## src/rtl/rv32m_pkg.sv

```systemverilog
// rv32m_pkg: shared definitions for the RV32M multiply/divide unit.
//   - Funct3 operation codes (MUL..REMU)
//   - FSM state enum
//   - iteration count for the shift-add / restoring-divide loop
//   - small two's-complement helper
package rv32m_pkg;

    localparam int unsigned XLEN       = 32;
    localparam int unsigned ITER_COUNT = 32;

    localparam logic [2:0] F3_MUL    = 3'd0;
    localparam logic [2:0] F3_MULH   = 3'd1;
    localparam logic [2:0] F3_MULHSU = 3'd2;
    localparam logic [2:0] F3_MULHU  = 3'd3;
    localparam logic [2:0] F3_DIV    = 3'd4;
    localparam logic [2:0] F3_DIVU   = 3'd5;
    localparam logic [2:0] F3_REM    = 3'd6;
    localparam logic [2:0] F3_REMU   = 3'd7;

    typedef enum logic [1:0] {
        IDLE,
        RUN,
        DONE
    } state_e;

    // Two's-complement negate when neg is set.
    function automatic logic [31:0] negate_if(input logic neg, input logic [31:0] value);
        return neg ? (~value + 32'd1) : value;
    endfunction

endpackage

```

## src/rtl/rv32m_iter_core.sv

```systemverilog
// rv32m_iter_core: one iteration per cycle on a 64-bit working register.
//   Multiply: work = {acc_hi, multiplier}; shift-add of the operand (multiplicand).
//   Divide:   work = {remainder, dividend/quotient}; restoring step against the operand (divisor).
//   After 32 steps work holds the 64-bit product, or {remainder, quotient}.
// Ports:
//   clk, rst_n          clock, async active-low reset
//   i_load              load i_init_work / i_operand
//   i_step              perform one iteration
//   i_is_div            select divide step instead of multiply step
//   i_init_work         initial working register value
//   i_operand           multiplicand or divisor magnitude
//   o_work              current working register
//   o_work_next         working register after the step taken this cycle
module rv32m_iter_core (
    input  logic        clk,
    input  logic        rst_n,
    input  logic        i_load,
    input  logic        i_step,
    input  logic        i_is_div,
    input  logic [63:0] i_init_work,
    input  logic [31:0] i_operand,
    output logic [63:0] o_work,
    output logic [63:0] o_work_next
);

    logic [63:0] r_work;
    logic [31:0] r_operand;

    logic [32:0] w_add;
    logic [63:0] w_mul_next;
    logic [32:0] w_rem_shift;
    logic        w_fits;
    logic [31:0] w_rem_sub;
    logic [63:0] w_div_next;

    always_comb begin
        // Shift-add: add multiplicand into the high half when the multiplier LSB is set,
        // then shift the whole register right by one (carry enters bit 63).
        w_add      = {1'b0, r_work[63:32]} + {1'b0, r_operand};
        w_mul_next = r_work[0] ? {w_add, r_work[31:1]}
                               : {1'b0, r_work[63:32], r_work[31:1]};

        // Restoring divide: bring the next dividend bit into the partial remainder and
        // subtract the divisor only if it fits.
        w_rem_shift = {r_work[63:32], r_work[31]};
        w_fits      = (w_rem_shift >= {1'b0, r_operand});
        w_rem_sub   = 32'(w_rem_shift - {1'b0, r_operand});
        w_div_next  = w_fits ? {w_rem_sub, r_work[30:0], 1'b1}
                             : {w_rem_shift[31:0], r_work[30:0], 1'b0};

        o_work_next = i_is_div ? w_div_next : w_mul_next;
    end

    always_ff @(posedge clk or negedge rst_n) begin
        if (!rst_n) begin
            r_work    <= '0;
            r_operand <= '0;
        end else if (i_load) begin
            r_work    <= i_init_work;
            r_operand <= i_operand;
        end else if (i_step) begin
            r_work    <= o_work_next;
        end
    end

    assign o_work = r_work;

endmodule

```

## src/rtl/rv32m_muldiv_unit.sv

```systemverilog
// rv32m_muldiv_unit: iterative RV32M MUL/MULH/MULHSU/MULHU/DIV/DIVU/REM/REMU.
// Takes 32 RUN cycles on magnitudes with a final sign fix-up; divide-by-zero and the
// signed overflow case finish without RUN. Drives the register-file write port for
// the single DONE cycle and never writes x0.
// Ports:
//   clk, rst_n      clock, async active-low reset
//   Start           level request, held for the whole instruction
//   Funct3          operation select
//   OperandA/B      rs1 / rs2 values
//   DestReg         rd index
//   Stall           combinational PC hold
//   RegWrite        write enable (registered, high only in DONE)
//   WriteRegNum     rd (registered)
//   WriteRegData    result (registered)
module rv32m_muldiv_unit
    import rv32m_pkg::*;
(
    input  logic        clk,
    input  logic        rst_n,
    input  logic        Start,
    input  logic [2:0]  Funct3,
    input  logic [31:0] OperandA,
    input  logic [31:0] OperandB,
    input  logic [4:0]  DestReg,
    output logic        Stall,
    output logic        RegWrite,
    output logic [4:0]  WriteRegNum,
    output logic [31:0] WriteRegData
);

    localparam logic [5:0] ITER_LAST = 6'(ITER_COUNT - 1);

    state_e      r_state;
    logic [5:0]  r_iter_cnt;
    logic [2:0]  r_funct3;
    logic [4:0]  r_dest;
    logic        r_neg_res;
    logic        r_reg_write;
    logic [4:0]  r_wr_num;
    logic [31:0] r_wr_data;

    logic        w_sign_a;
    logic        w_sign_b;
    logic        w_neg_a;
    logic        w_neg_b;
    logic [31:0] w_mag_a;
    logic [31:0] w_mag_b;
    logic        w_neg_res;
    logic        w_div_zero;
    logic        w_div_ovf;
    logic        w_special;
    logic [31:0] w_special_result;
    logic        w_core_load;
    logic        w_core_step;
    logic        w_core_is_div;
    logic [63:0] w_work;
    logic [63:0] w_work_next;
    logic [63:0] w_prod;
    logic [31:0] w_result;

    // Operand decode at issue time.
    always_comb begin
        w_sign_a = (Funct3 == F3_MULH) | (Funct3 == F3_MULHSU) |
                   (Funct3 == F3_DIV)  | (Funct3 == F3_REM);
        w_sign_b = (Funct3 == F3_MULH) | (Funct3 == F3_DIV) | (Funct3 == F3_REM);
        w_neg_a  = w_sign_a & OperandA[31];
        w_neg_b  = w_sign_b & OperandB[31];
        w_mag_a  = negate_if(w_neg_a, OperandA);
        w_mag_b  = negate_if(w_neg_b, OperandB);

        // Remainder follows the dividend; product and quotient follow the sign XOR.
        w_neg_res = (Funct3 == F3_REM) ? w_neg_a : (w_neg_a ^ w_neg_b);

        w_div_zero = Funct3[2] & (OperandB == 32'd0);
        w_div_ovf  = ((Funct3 == F3_DIV) | (Funct3 == F3_REM)) &
                     (OperandA == 32'h8000_0000) & (OperandB == 32'hFFFF_FFFF);
        w_special  = w_div_zero | w_div_ovf;

        if (w_div_zero) begin
            w_special_result = Funct3[1] ? OperandA : 32'hFFFF_FFFF;
        end else begin
            w_special_result = Funct3[1] ? 32'd0 : 32'h8000_0000;
        end

        w_core_load = (r_state == IDLE) & Start & ~w_special;
        w_core_step = (r_state == RUN);
        // At load the step result is discarded, so only the RUN value of this matters.
        w_core_is_div = r_funct3[2];
    end

    rv32m_iter_core u_iter_core (
        .clk         (clk),
        .rst_n       (rst_n),
        .i_load      (w_core_load),
        .i_step      (w_core_step),
        .i_is_div    (w_core_is_div),
        .i_init_work ({32'd0, w_mag_a}),
        .i_operand   (w_mag_b),
        .o_work      (w_work),
        .o_work_next (w_work_next)
    );

    // Final result from the last iteration's output, with sign fix-up.
    always_comb begin
        w_prod = r_neg_res ? (~w_work_next + 64'd1) : w_work_next;
        case (r_funct3)
            F3_MUL:                      w_result = w_prod[31:0];
            F3_MULH, F3_MULHSU, F3_MULHU: w_result = w_prod[63:32];
            F3_DIV, F3_DIVU:             w_result = negate_if(r_neg_res, w_work_next[31:0]);
            default:                     w_result = negate_if(r_neg_res, w_work_next[63:32]);
        endcase
    end

    // FSM with registered write-port outputs.
    always_ff @(posedge clk or negedge rst_n) begin
        if (!rst_n) begin
            r_state     <= IDLE;
            r_iter_cnt  <= '0;
            r_funct3    <= '0;
            r_dest      <= '0;
            r_neg_res   <= 1'b0;
            r_reg_write <= 1'b0;
            r_wr_num    <= '0;
            r_wr_data   <= '0;
        end else begin
            case (r_state)
                IDLE: begin
                    r_reg_write <= 1'b0;
                    if (Start) begin
                        r_funct3   <= Funct3;
                        r_dest     <= DestReg;
                        r_neg_res  <= w_neg_res;
                        r_iter_cnt <= '0;
                        if (w_special) begin
                            r_state     <= DONE;
                            r_reg_write <= (DestReg != 5'd0);
                            r_wr_num    <= DestReg;
                            r_wr_data   <= w_special_result;
                        end else begin
                            r_state <= RUN;
                        end
                    end
                end
                RUN: begin
                    r_iter_cnt <= r_iter_cnt + 6'd1;
                    if (r_iter_cnt == ITER_LAST) begin
                        r_state     <= DONE;
                        r_reg_write <= (r_dest != 5'd0);
                        r_wr_num    <= r_dest;
                        r_wr_data   <= w_result;
                    end
                end
                DONE: begin
                    // Start is still the same instruction here; do not re-issue.
                    r_reg_write <= 1'b0;
                    r_state     <= IDLE;
                end
                default: begin
                    r_reg_write <= 1'b0;
                    r_state     <= IDLE;
                end
            endcase
        end
    end

    always_comb begin
        Stall = ((r_state == IDLE) & Start) | (r_state == RUN);
    end

    assign RegWrite     = r_reg_write;
    assign WriteRegNum  = r_wr_num;
    assign WriteRegData = r_wr_data;

    // Only the next-state value of the working register is consumed here.
    logic w_unused;
    assign w_unused = ^w_work;

endmodule

```

## config.mk

```make
export PLATFORM = sky130hd
export DESIGN_NAME = rv32m_muldiv_unit
export DESIGN_NICKNAME = d
export VERILOG_FILES = /design/src/rtl/rv32m_pkg.sv /design/src/rtl/rv32m_iter_core.sv /design/src/rtl/rv32m_muldiv_unit.sv
export SDC_FILE = /design/constraint.sdc
export NUM_CORES = 1
export LEC_CHECK = 0
export CAP_MARGIN = 20
export CORE_MARGIN = 2
export CORE_UTILIZATION = 60
export CTS_CLUSTER_SIZE = 30
export DETAILED_ROUTE_END_ITERATION = 12
export PLACE_DENSITY = 0.82
export SLEW_MARGIN = 20
export SYNTH_ARGS = -nofsm -noshare
export SYNTH_HDL_FRONTEND = slang
export SYNTH_SLANG_ARGS = --single-unit
```

## constraint.sdc

```tcl
create_clock -name clk -period 9.1 [get_ports clk]
set_input_delay 2.275 -clock clk [delete_from_list [all_inputs] [get_ports clk]]
set_output_delay 2.275 -clock clk [all_outputs]
set_load 0.01 [all_outputs]
```

==> flow_summary.ini, run 1 <==
[layout]
final_common_cell = nand2_1
final_layout_size_suffix_gt1_share_pct = 4.97
layout_common_cells = nand2_1, o21ai_0, dfrtp_1
num-nets-final = 2265
regArea_um2 = 3780
fillCellCount = 2203
multi_input_area_um2 = 11100
area_growth_pct = 11.9

[critical_path]
crit_type = flip-flop to flip-flop
worstPathArrival_ns = 7.24
crit_path_end = WriteRegData[12]$_DFFE_PN0P_
reg2reg_to = WriteRegData[12]$_DFFE_PN0P_
cp.depth = 17
cpLargestDelayFamily = compound AO/OA/AOI/OAI gates
cp-end-kind = flip-flop
cp-startpoint = u_iter_core.o_work[37]$_DFFE_PN0P_
worst-path-buf-inv = 0
cp_max_fo = 12
crit_required_ns = 9.38
cpMaxStageDelayCell = a211oi_2
slowest_delay_ns = 0.92
path_common_cell = a21oi_1
cp_cell_sequence = ha_1 -> a21oi_1 -> o21ai_1 -> a221o_1 -> a211oi_2 -> a31oi_4 -> a21oi_1 -> ha_1 -> o21ai_0 -> nor3_1 -> nand4b_1 -> or2_2 -> nor2_1 -> a21oi_1 -> xnor2_1 -> a2111oi_0 -> o221ai_1
rr_startpoint = u_iter_core.o_work[37]$_DFFE_PN0P_
worst-r2r-setup-slack_ns = 2.15
startpoint_type = flip-flop
rr_worst_depth = 17

[clocking]
post_cts_buffers = 0
htree_levels = 4
clockBufferDepth = 2
clock_latency_ns = 0.46
cts.sinks = 151
cts_tree = done
root_buffer = clkbuf_16
holdBufCountCts = 0
cts_resized = 0
clk_pin_slew_ns = 0.07
numCtsBuffers = 17

[global_route]
grt_max_degree = 80
first_global_vias = 16300
antenna_found_initial = 1
grt_usage_pct = 43.3
grt_pass1_wl_um = 94500
grt_overflow = 0

[timing]
fin_crit_ns = 6.95
max_freq_mhz = 144
setup_viol = 0
slew_violations = 0
rsz0062_at_grt = false
hold_viol = 0
skew_ns = 0.0186
setup_tns_ns = 0
worstMarginPinSlew_ns = 1.10
relSlewSlack_pct = 26.2
fin_crit_sh_pct = 76.4

[placed_design]
portBuffers = 113
hpwl_um = 45400
place_congestion = 1.06

[yosys]
synth_xor_area_share_pct = 9.32
ys_seq_area_share_pct = 24.1
synth-seq-cells = 151
synth_top_family_by_area = compound AO/OA/AOI/OAI gates
synth_cells = 2095
synth-edff-count = 0
syn-cell-area_um2 = 15700
syn-num-nets = 2242
yosys_most_used_dff = dfrtp_1
syn_area_per_cell_um2 = 7.49
synth-compound-area-share_pct = 29.2
yosysWarningCount = 0
ys_async_sr_fraction_pct = 100
synth_mux_area_share_pct = 3.20
synth-adder-area-share_pct = 5.83
synthSimpleGateAreaFrac_pct = 23.4
yosysUniqueCellTypes = 95

[drt]
drc = 0
dr.first_iter.drc_count = 2583
vias_per_cell = 7.14
detail-route-antenna-nets = 0
postRouteWirelength_um = 60900
num_vias = 17600
wl_per_cell_um = 24.7
drtPass1Iterations = 6

[die]
die-area_um2 = 27500
fp-row-count = 59
die-height_um = 166
initial_core_util_pct = 60.8
ios = 114
die_w_um = 166
coreArea_um2 = 25800

[worst_hold_path]
hp-class = flip-flop to flip-flop

[flow_run]
max_cap_viol_count = 0

[run_status]
status = completed
synth_stat cells (10+ instances only):
library cell    n  area, um^2
a221oi_1       12         105
and3_1         14        87.6
xnor2_1        93         815
mux2i_1        40         400
nor2b_1        13        81.3
buf_2          10        50.1
nand2b_1       26         163
nand2_1       268        1010
dfrtp_1       151        3780
o22ai_1        16         100
ha_1           70         876
nand3_1        64         320
o41ai_1        12         105
xor2_1         74         648
nor4_1         21         131
o21ai_0       208        1040
a21oi_1       139         696
inv_1          69         259
nor2_1        149         559
or3_1          36         225
a211oi_1       23         173
a22oi_1        11        82.6
o21a_1         16         120
o211ai_1       24         180
clkbuf_1      112         420
and2_1         14        87.6
nor3_1         54         270
nand4_1        37         231
a31oi_1        34         213
nor3b_1        10        75.1
a21o_1         27         203
o21ai_1        12        60.1
o221ai_1       31         272
o31ai_1        31         233
worst reg2reg max path, delay by kind of cell, from the launching register on:
family,cells,cell delay [ns]
compound gates,10,3.82
fa+ha+maj,2,0.66
flops,1,0.48
xor+xnor,1,0.17
simple gates,4,1.66
metrics by stage:
step	instances	setup slack [ns]	instance area [um^2]	utilization, %	hold WS (ns)
final	2467	2.15	17600	68.0	0.486
after global routing	2466	1.85	17600	67.9	0.508
after CTS	2466	2.57	17600	67.9	0.488
after detailed placement	2434	2.18	16900	65.5	0.473
after global placement	2434	2.35	16900	65.5	0.465
after floorplan	2095	3.22	15700	-	0.459
kinds of logic after synthesis:
family	Yosys count
fa+ha+maj	72
xor+xnor	167
mux	49
simple gates	754
buf+inv	204
compound gates	698
flops	151
state kept, by name, indices dropped and copies added, names as in the netlist:
register / cells
RegWrite: 1
u_iter_core.r_operand: 32
r_dest: 5
r_neg_res: 1
r_funct3: 3
WriteRegData: 32
WriteRegNum: 5
r_iter_cnt: 6
u_iter_core.o_work: 64
r_state: 2
area by class of cell:
| type | count | share of cell area, % |
|---|---|---|
| diodes | 1 | 0.0143 |
| clock inverters | 13 | 0.976 |
| clock buffers | 19 | 2.58 |
| inverters | 71 | 1.52 |
| flip-flops and latches | 151 | 21.6 |
| repair buffers | 137 | 7.50 |
| well taps | 335 | 2.39 |
| multi-input cells | 1740 | 63.5 |
worst min path at each step:
| stage | from | to | cells after the start | slack [ns] |
|---|---|---|---|---|
| 2_1_floorplan | r_dest[0]$_DFFE_PN0P_ | r_dest[0]$_DFFE_PN0P_ | 2 | 0.46 |
| 3_5_place_dp | WriteRegData[0]$_DFFE_PN0P_ | WriteRegData[0]$_DFFE_PN0P_ | 2 | 0.47 |
| 3_3_place_gp | WriteRegData[0]$_DFFE_PN0P_ | WriteRegData[0]$_DFFE_PN0P_ | 2 | 0.46 |
| 5_1_grt | WriteRegData[12]$_DFFE_PN0P_ | WriteRegData[12]$_DFFE_PN0P_ | 2 | 0.51 |
| 6_report | WriteRegData[0]$_DFFE_PN0P_ | WriteRegData[0]$_DFFE_PN0P_ | 2 | 0.49 |
| 4_1_cts | WriteRegData[0]$_DFFE_PN0P_ | WriteRegData[0]$_DFFE_PN0P_ | 2 | 0.49 |
metal layers:
layer	track usage, %	vias up	routed length [um]	part of all wire, %
met5	0	-	0	0
met4	16.7	0	2840	4.7
met3	12.5	256	8890	15
met2	63.0	1328	25100	41
met1	60.6	8212	24100	39
li1	-	7823	-	-
Power of run 1 is not shown: default switching activity piles up to over one toggle a cycle in this logic, so the estimate is an artifact.
==> run 2: changes to the inputs <==
--- a/config.mk
+++ b/config.mk
@@ -7,10 +7,10 @@
 export LEC_CHECK = 0
 export CAP_MARGIN = 20
 export CORE_MARGIN = 2
-export CORE_UTILIZATION = 60
+export CORE_UTILIZATION = 55
 export CTS_CLUSTER_SIZE = 30
 export DETAILED_ROUTE_END_ITERATION = 12
-export PLACE_DENSITY = 0.82
+export PLACE_DENSITY = 0.79
 export SLEW_MARGIN = 20
 export SYNTH_ARGS = -nofsm -noshare
 export SYNTH_HDL_FRONTEND = slang
==> constraint.sdc (replaced) <==
create_clock -name clk -period 6.3 [get_ports clk]
set_input_delay 1.575 -clock clk [delete_from_list [all_inputs] [get_ports clk]]
set_output_delay 1.575 -clock clk [all_outputs]
set_load 0.01 [all_outputs]
==> flow_summary.ini, run 2 (synthesized netlist as in run 1, its figures left out) <==
[layout]
final_common_cell = nand2_1
num-nets-final = 2292
largest_reg_flops = 64
final_cell_area_um2 = 17800
final_layout_size_suffix_gt1_share_pct = 6.17
layout_common_cells = nand2_1, o21ai_0, dfrtp_1
fin_util_pct = 63.9
area_growth_pct = 13.7
fin_cells = 2536

[die]
fp-row-count = 61
coreArea_um2 = 27900
die_w_um = 173
ios = 114
die-height_um = 173
die-area_um2 = 29900
initial_core_util_pct = 56.2

[placed_design]
place_congestion = 1.00
portBuffers = 113
place_inst = 2504
hpwl_um = 49200
place_area_um2 = 17200

[clocking]
clockBufferDepth = 2
cts.sinks = 151
clock_latency_ns = 0.45
htree_levels = 4
cts_tree = done
clk_pin_slew_ns = 0.07
root_buffer = clkbuf_16
post_cts_buffers = 0
numCtsBuffers = 17
cts_resized = 0
holdBufCountCts = 0

[drt]
wl_per_cell_um = 25.5
postRouteWirelength_um = 64800
vias_per_cell = 6.98
detail-route-antenna-nets = 0
num_vias = 17700
dr.first_iter.drc_count = 2524
drc = 0
drtPass1Iterations = 6

[global_route]
first_global_vias = 16500
antenna_found_initial = 6
grt_pass1_wl_um = 99300
grt_max_degree = 79
grt_overflow = 0
grt_usage_pct = 42.6

[critical_path]
slowest_delay_ns = 0.77
cp_cell_sequence = ha_1 -> nand4_1 -> nor3_1 -> nand4_1 -> and2_1 -> a31oi_4 -> a21oi_1 -> ha_1 -> o21ai_0 -> nor3_1 -> nand4b_1 -> or2_2 -> nor2_1 -> buf_4 -> nor3_1 -> a211oi_1 -> a31oi_1 -> o21ai_0 -> a221oi_1 -> a21o_1
crit_type = flip-flop to flip-flop
rr_worst_depth = 20
rr_startpoint = u_iter_core.o_work[46]$_DFFE_PN0P_
cp_max_fo = 12
cp-end-kind = flip-flop
worst-r2r-setup-slack_ns = 0.57
startpoint_type = flip-flop
reg2reg_to = WriteRegData[4]$_DFFE_PN0P_
path_common_cell = nor3_1
crit_required_ns = 6.68
cpMaxStageDelayCell = nor3_1
worstPathArrival_ns = 6.11

[timing]
slew_violations = 0
relSlewSlack_pct = 29.0
max_freq_mhz = 174
setup_tns_ns = 0
fin_crit_sh_pct = 91.0
worstMarginPinSlew_ns = 1.05
fin_crit_ns = 5.73
hold_viol = 0
setup_viol = 0
rsz0062_at_grt = false
skew_ns = 0.0136

[worst_hold_path]
hold_start = WriteRegData[0]$_DFFE_PN0P_
hold_end = WriteRegData[0]$_DFFE_PN0P_
hp-class = flip-flop to flip-flop
holdPathStages = 2

[run_status]
status = completed

[flow_run]
max_cap_viol_count = 0
-- run 2: changes by cell type in the layout (fill, tap and decap cells not counted), sizes merged --
cell	before	now
buf	25	52
inv	79	72
clkinv	3	6
clkbuf	19	21
bufinv	2	3
-- run 2: how the worst max path moves through the flow --
stage,cells past startpoint,endpoint,from,slack [ns]
after floorplan,22,WriteRegData[30]$_DFFE_PN0P_,r_funct3[2]$_DFFE_PN0P_,0.42
after global placement,19,WriteRegData[30]$_DFFE_PN0P_,u_iter_core.o_work[49]$_DFFE_PN0P_,0.82
after detailed placement,19,WriteRegData[30]$_DFFE_PN0P_,u_iter_core.o_work[49]$_DFFE_PN0P_,0.65
after CTS,19,WriteRegData[30]$_DFFE_PN0P_,u_iter_core.o_work[49]$_DFFE_PN0P_,0.60
after global routing,19,WriteRegData[30]$_DFFE_PN0P_,u_iter_core.o_work[49]$_DFFE_PN0P_,0.11
final,20,WriteRegData[4]$_DFFE_PN0P_,u_iter_core.o_work[46]$_DFFE_PN0P_,0.57
-- run 2: layout make-up --
class                   count  area, um^2
multi-input cells        1740       11200
clock buffers              21         460
diodes                      1        2.50
inverters                  71         267
fillers                  2576       10100
well taps                 378         473
repair buffers            164        1550
clock inverters            10         144
flip-flops and latches    151        3780
-- run 2: stage by stage --
step                      hold slack [ns]  worst slack (ns)
after floorplan                     0.459             0.419
after global placement              0.464             0.816
after detailed placement            0.472             0.649
after CTS                           0.486             0.602
after global routing                0.525             0.113
final                               0.482             0.568
-- run 2: critical path: cells and delay by family, from the launching register on --
family                     cells  cell delay [ns]
adders and majority gates      2             0.76
buffers and inverters          1             0.17
and+or+nand+nor                9             2.61
AOI/OAI and AO/OA              8             1.65
DFF                            1             0.47
-- run 2: layer usage --
layer	up-vias	global-route usage, %	part of all wire [%]
met1	8474	58.1	40
met2	1207	60.9	41
met3	154	16.3	15
met5	-	0	0.040
li1	7863	-	-
met4	4	16.3	3.9
Power of run 2 is left out for the same reason.
==> run 3: changes to the inputs <==
--- a/config.mk
+++ b/config.mk
@@ -5,12 +5,11 @@
 export SDC_FILE = /design/constraint.sdc
 export NUM_CORES = 1
 export LEC_CHECK = 0
-export CAP_MARGIN = 20
 export CORE_MARGIN = 2
-export CORE_UTILIZATION = 55
+export CORE_UTILIZATION = 45
 export CTS_CLUSTER_SIZE = 30
 export DETAILED_ROUTE_END_ITERATION = 12
-export PLACE_DENSITY = 0.79
+export PLACE_DENSITY = 0.67
 export SLEW_MARGIN = 20
 export SYNTH_ARGS = -nofsm -noshare
 export SYNTH_HDL_FRONTEND = slang
==> flow_summary.ini, run 3 (synthesized netlist as in run 1, its figures left out) <==
[drt]
dr.first_iter.drc_count = 2195
vias_per_cell = 6.63
wl_per_cell_um = 24.9
drc = 0
num_vias = 17300
detail-route-antenna-nets = 0
postRouteWirelength_um = 64900
drtPass1Iterations = 7

[clocking]
clk_pin_slew_ns = 0.07
htree_levels = 4
cts.sinks = 151
cts_resized = 0
root_buffer = clkbuf_16
clock_latency_ns = 0.45
post_cts_buffers = 0
clockBufferDepth = 2
numCtsBuffers = 17
holdBufCountCts = 0
cts_tree = done

[timing]
whs_ns = 0.495
fin_crit_sh_pct = 90.8
rsz0062_at_grt = false
hold_viol = 0
slew_violations = 0
worstMarginPinSlew_ns = 1.06
setup_viol = 0
fin_crit_ns = 5.72
setup_tns_ns = 0
max_freq_mhz = 175
relSlewSlack_pct = 29.2
skew_ns = 0.00956

[die]
die_w_um = 191
initial_core_util_pct = 45.6
die-height_um = 191
coreArea_um2 = 34500
ios = 114
fp-row-count = 68
die-area_um2 = 36400

[worst_hold_path]
hold_end = WriteRegData[17]$_DFFE_PN0P_
hold_start = WriteRegData[17]$_DFFE_PN0P_
hp-class = flip-flop to flip-flop
holdPathStages = 2

[run_status]
status = completed

[critical_path]
worstPathArrival_ns = 6.04
startpoint_type = flip-flop
cp_max_fo = 8
rr_startpoint = u_iter_core.o_work[37]$_DFFE_PN0P_
worst-r2r-setup-slack_ns = 0.58
cp-end-kind = flip-flop
rr_worst_depth = 19
crit_type = flip-flop to flip-flop
crit_required_ns = 6.62
reg2reg_to = WriteRegData[26]$_DFFE_PN0P_

[layout]
final_cell_area_um2 = 17900
area_growth_pct = 13.9
final_common_cell = nand2_1
layout_common_cells = nand2_1, o21ai_0, dfrtp_1
final_layout_size_suffix_gt1_share_pct = 5.95
fin_util_pct = 51.9
largest_reg_flops = 64
num-nets-final = 2287

[placed_design]
place_area_um2 = 17300
place_congestion = 0.983
portBuffers = 113
hpwl_um = 49700

[global_route]
first_global_vias = 16000
grt_max_degree = 96
antenna_found_initial = 3
grt_pass1_wl_um = 99300
grt_usage_pct = 35.8
grt_overflow = 0

[flow_run]
max_cap_viol_count = 0
## run 3: cell count changes in the layout (fill, tap and decap cells not counted), moves of 2 or more
cell	delta
clkinvlp_4	+3
buf_4	-3
buf_12	-2
clkinv_4	+2
clkbuf_8	-2
## run 3: final cells by class
cell class              instances  area (um^2)
diodes                          1         2.50
clock buffers                  18          429
clock inverters                14          175
fillers                      3315        16600
inverters                      71          267
multi-input cells            1740        11200
flip-flops and latches        151         3780
well taps                     455          569
repair buffers                159         1490
## run 3: per-layer routing
layer,GRT usage [%],vias to the layer above,share of wire (%)
li1,-,7851,-
met1,52.1,8363,45
met2,52.5,949,42
met3,7.01,128,9.3
met4,12.4,4,3.3
met5,0,-,0.042
## run 3: through the flow
stage	worst slack (ns)	instances
finish	0.583	2609
global route	0.193	2608
CTS	0.756	2608
detailed placement	0.543	2576
global placement	0.569	2576
floorplan	0.419	2095
## run 3: worst max-delay path: stages, from the launching register on
cell      delay [ns]
dfrtp_1         0.46
ha_1            0.41
a21oi_1         0.25
o21ai_1         0.13
a221o_1         0.46
a211oi_2        0.33
a31oi_4         0.23
a21oi_1         0.25
ha_1            0.24
o21ai_0         0.14
nor3_1          0.35
nand4b_1        0.34
or2_2           0.39
nor2_1          0.16
inv_1           0.10
or3_1           0.44
o31ai_1         0.27
xor2_1          0.11
a22oi_1         0.37
nand3_1         0.13
## run 3: how the worst max path moves through the flow
stage / startpoint / to / slack [ns]
after detailed placement: OperandA[0] / WriteRegData[31]$_DFFE_PN0P_ / 0.54
after global placement: OperandA[14] / WriteRegData[31]$_DFFE_PN0P_ / 0.57
after CTS: u_iter_core.o_work[49]$_DFFE_PN0P_ / WriteRegData[26]$_DFFE_PN0P_ / 0.76
final: u_iter_core.o_work[37]$_DFFE_PN0P_ / WriteRegData[26]$_DFFE_PN0P_ / 0.58
after global routing: u_iter_core.r_operand[18]$_DFFE_PN0P_ / WriteRegData[26]$_DFFE_PN0P_ / 0.19
after floorplan: r_funct3[2]$_DFFE_PN0P_ / WriteRegData[30]$_DFFE_PN0P_ / 0.42
Power of run 3 is left out for the same reason.
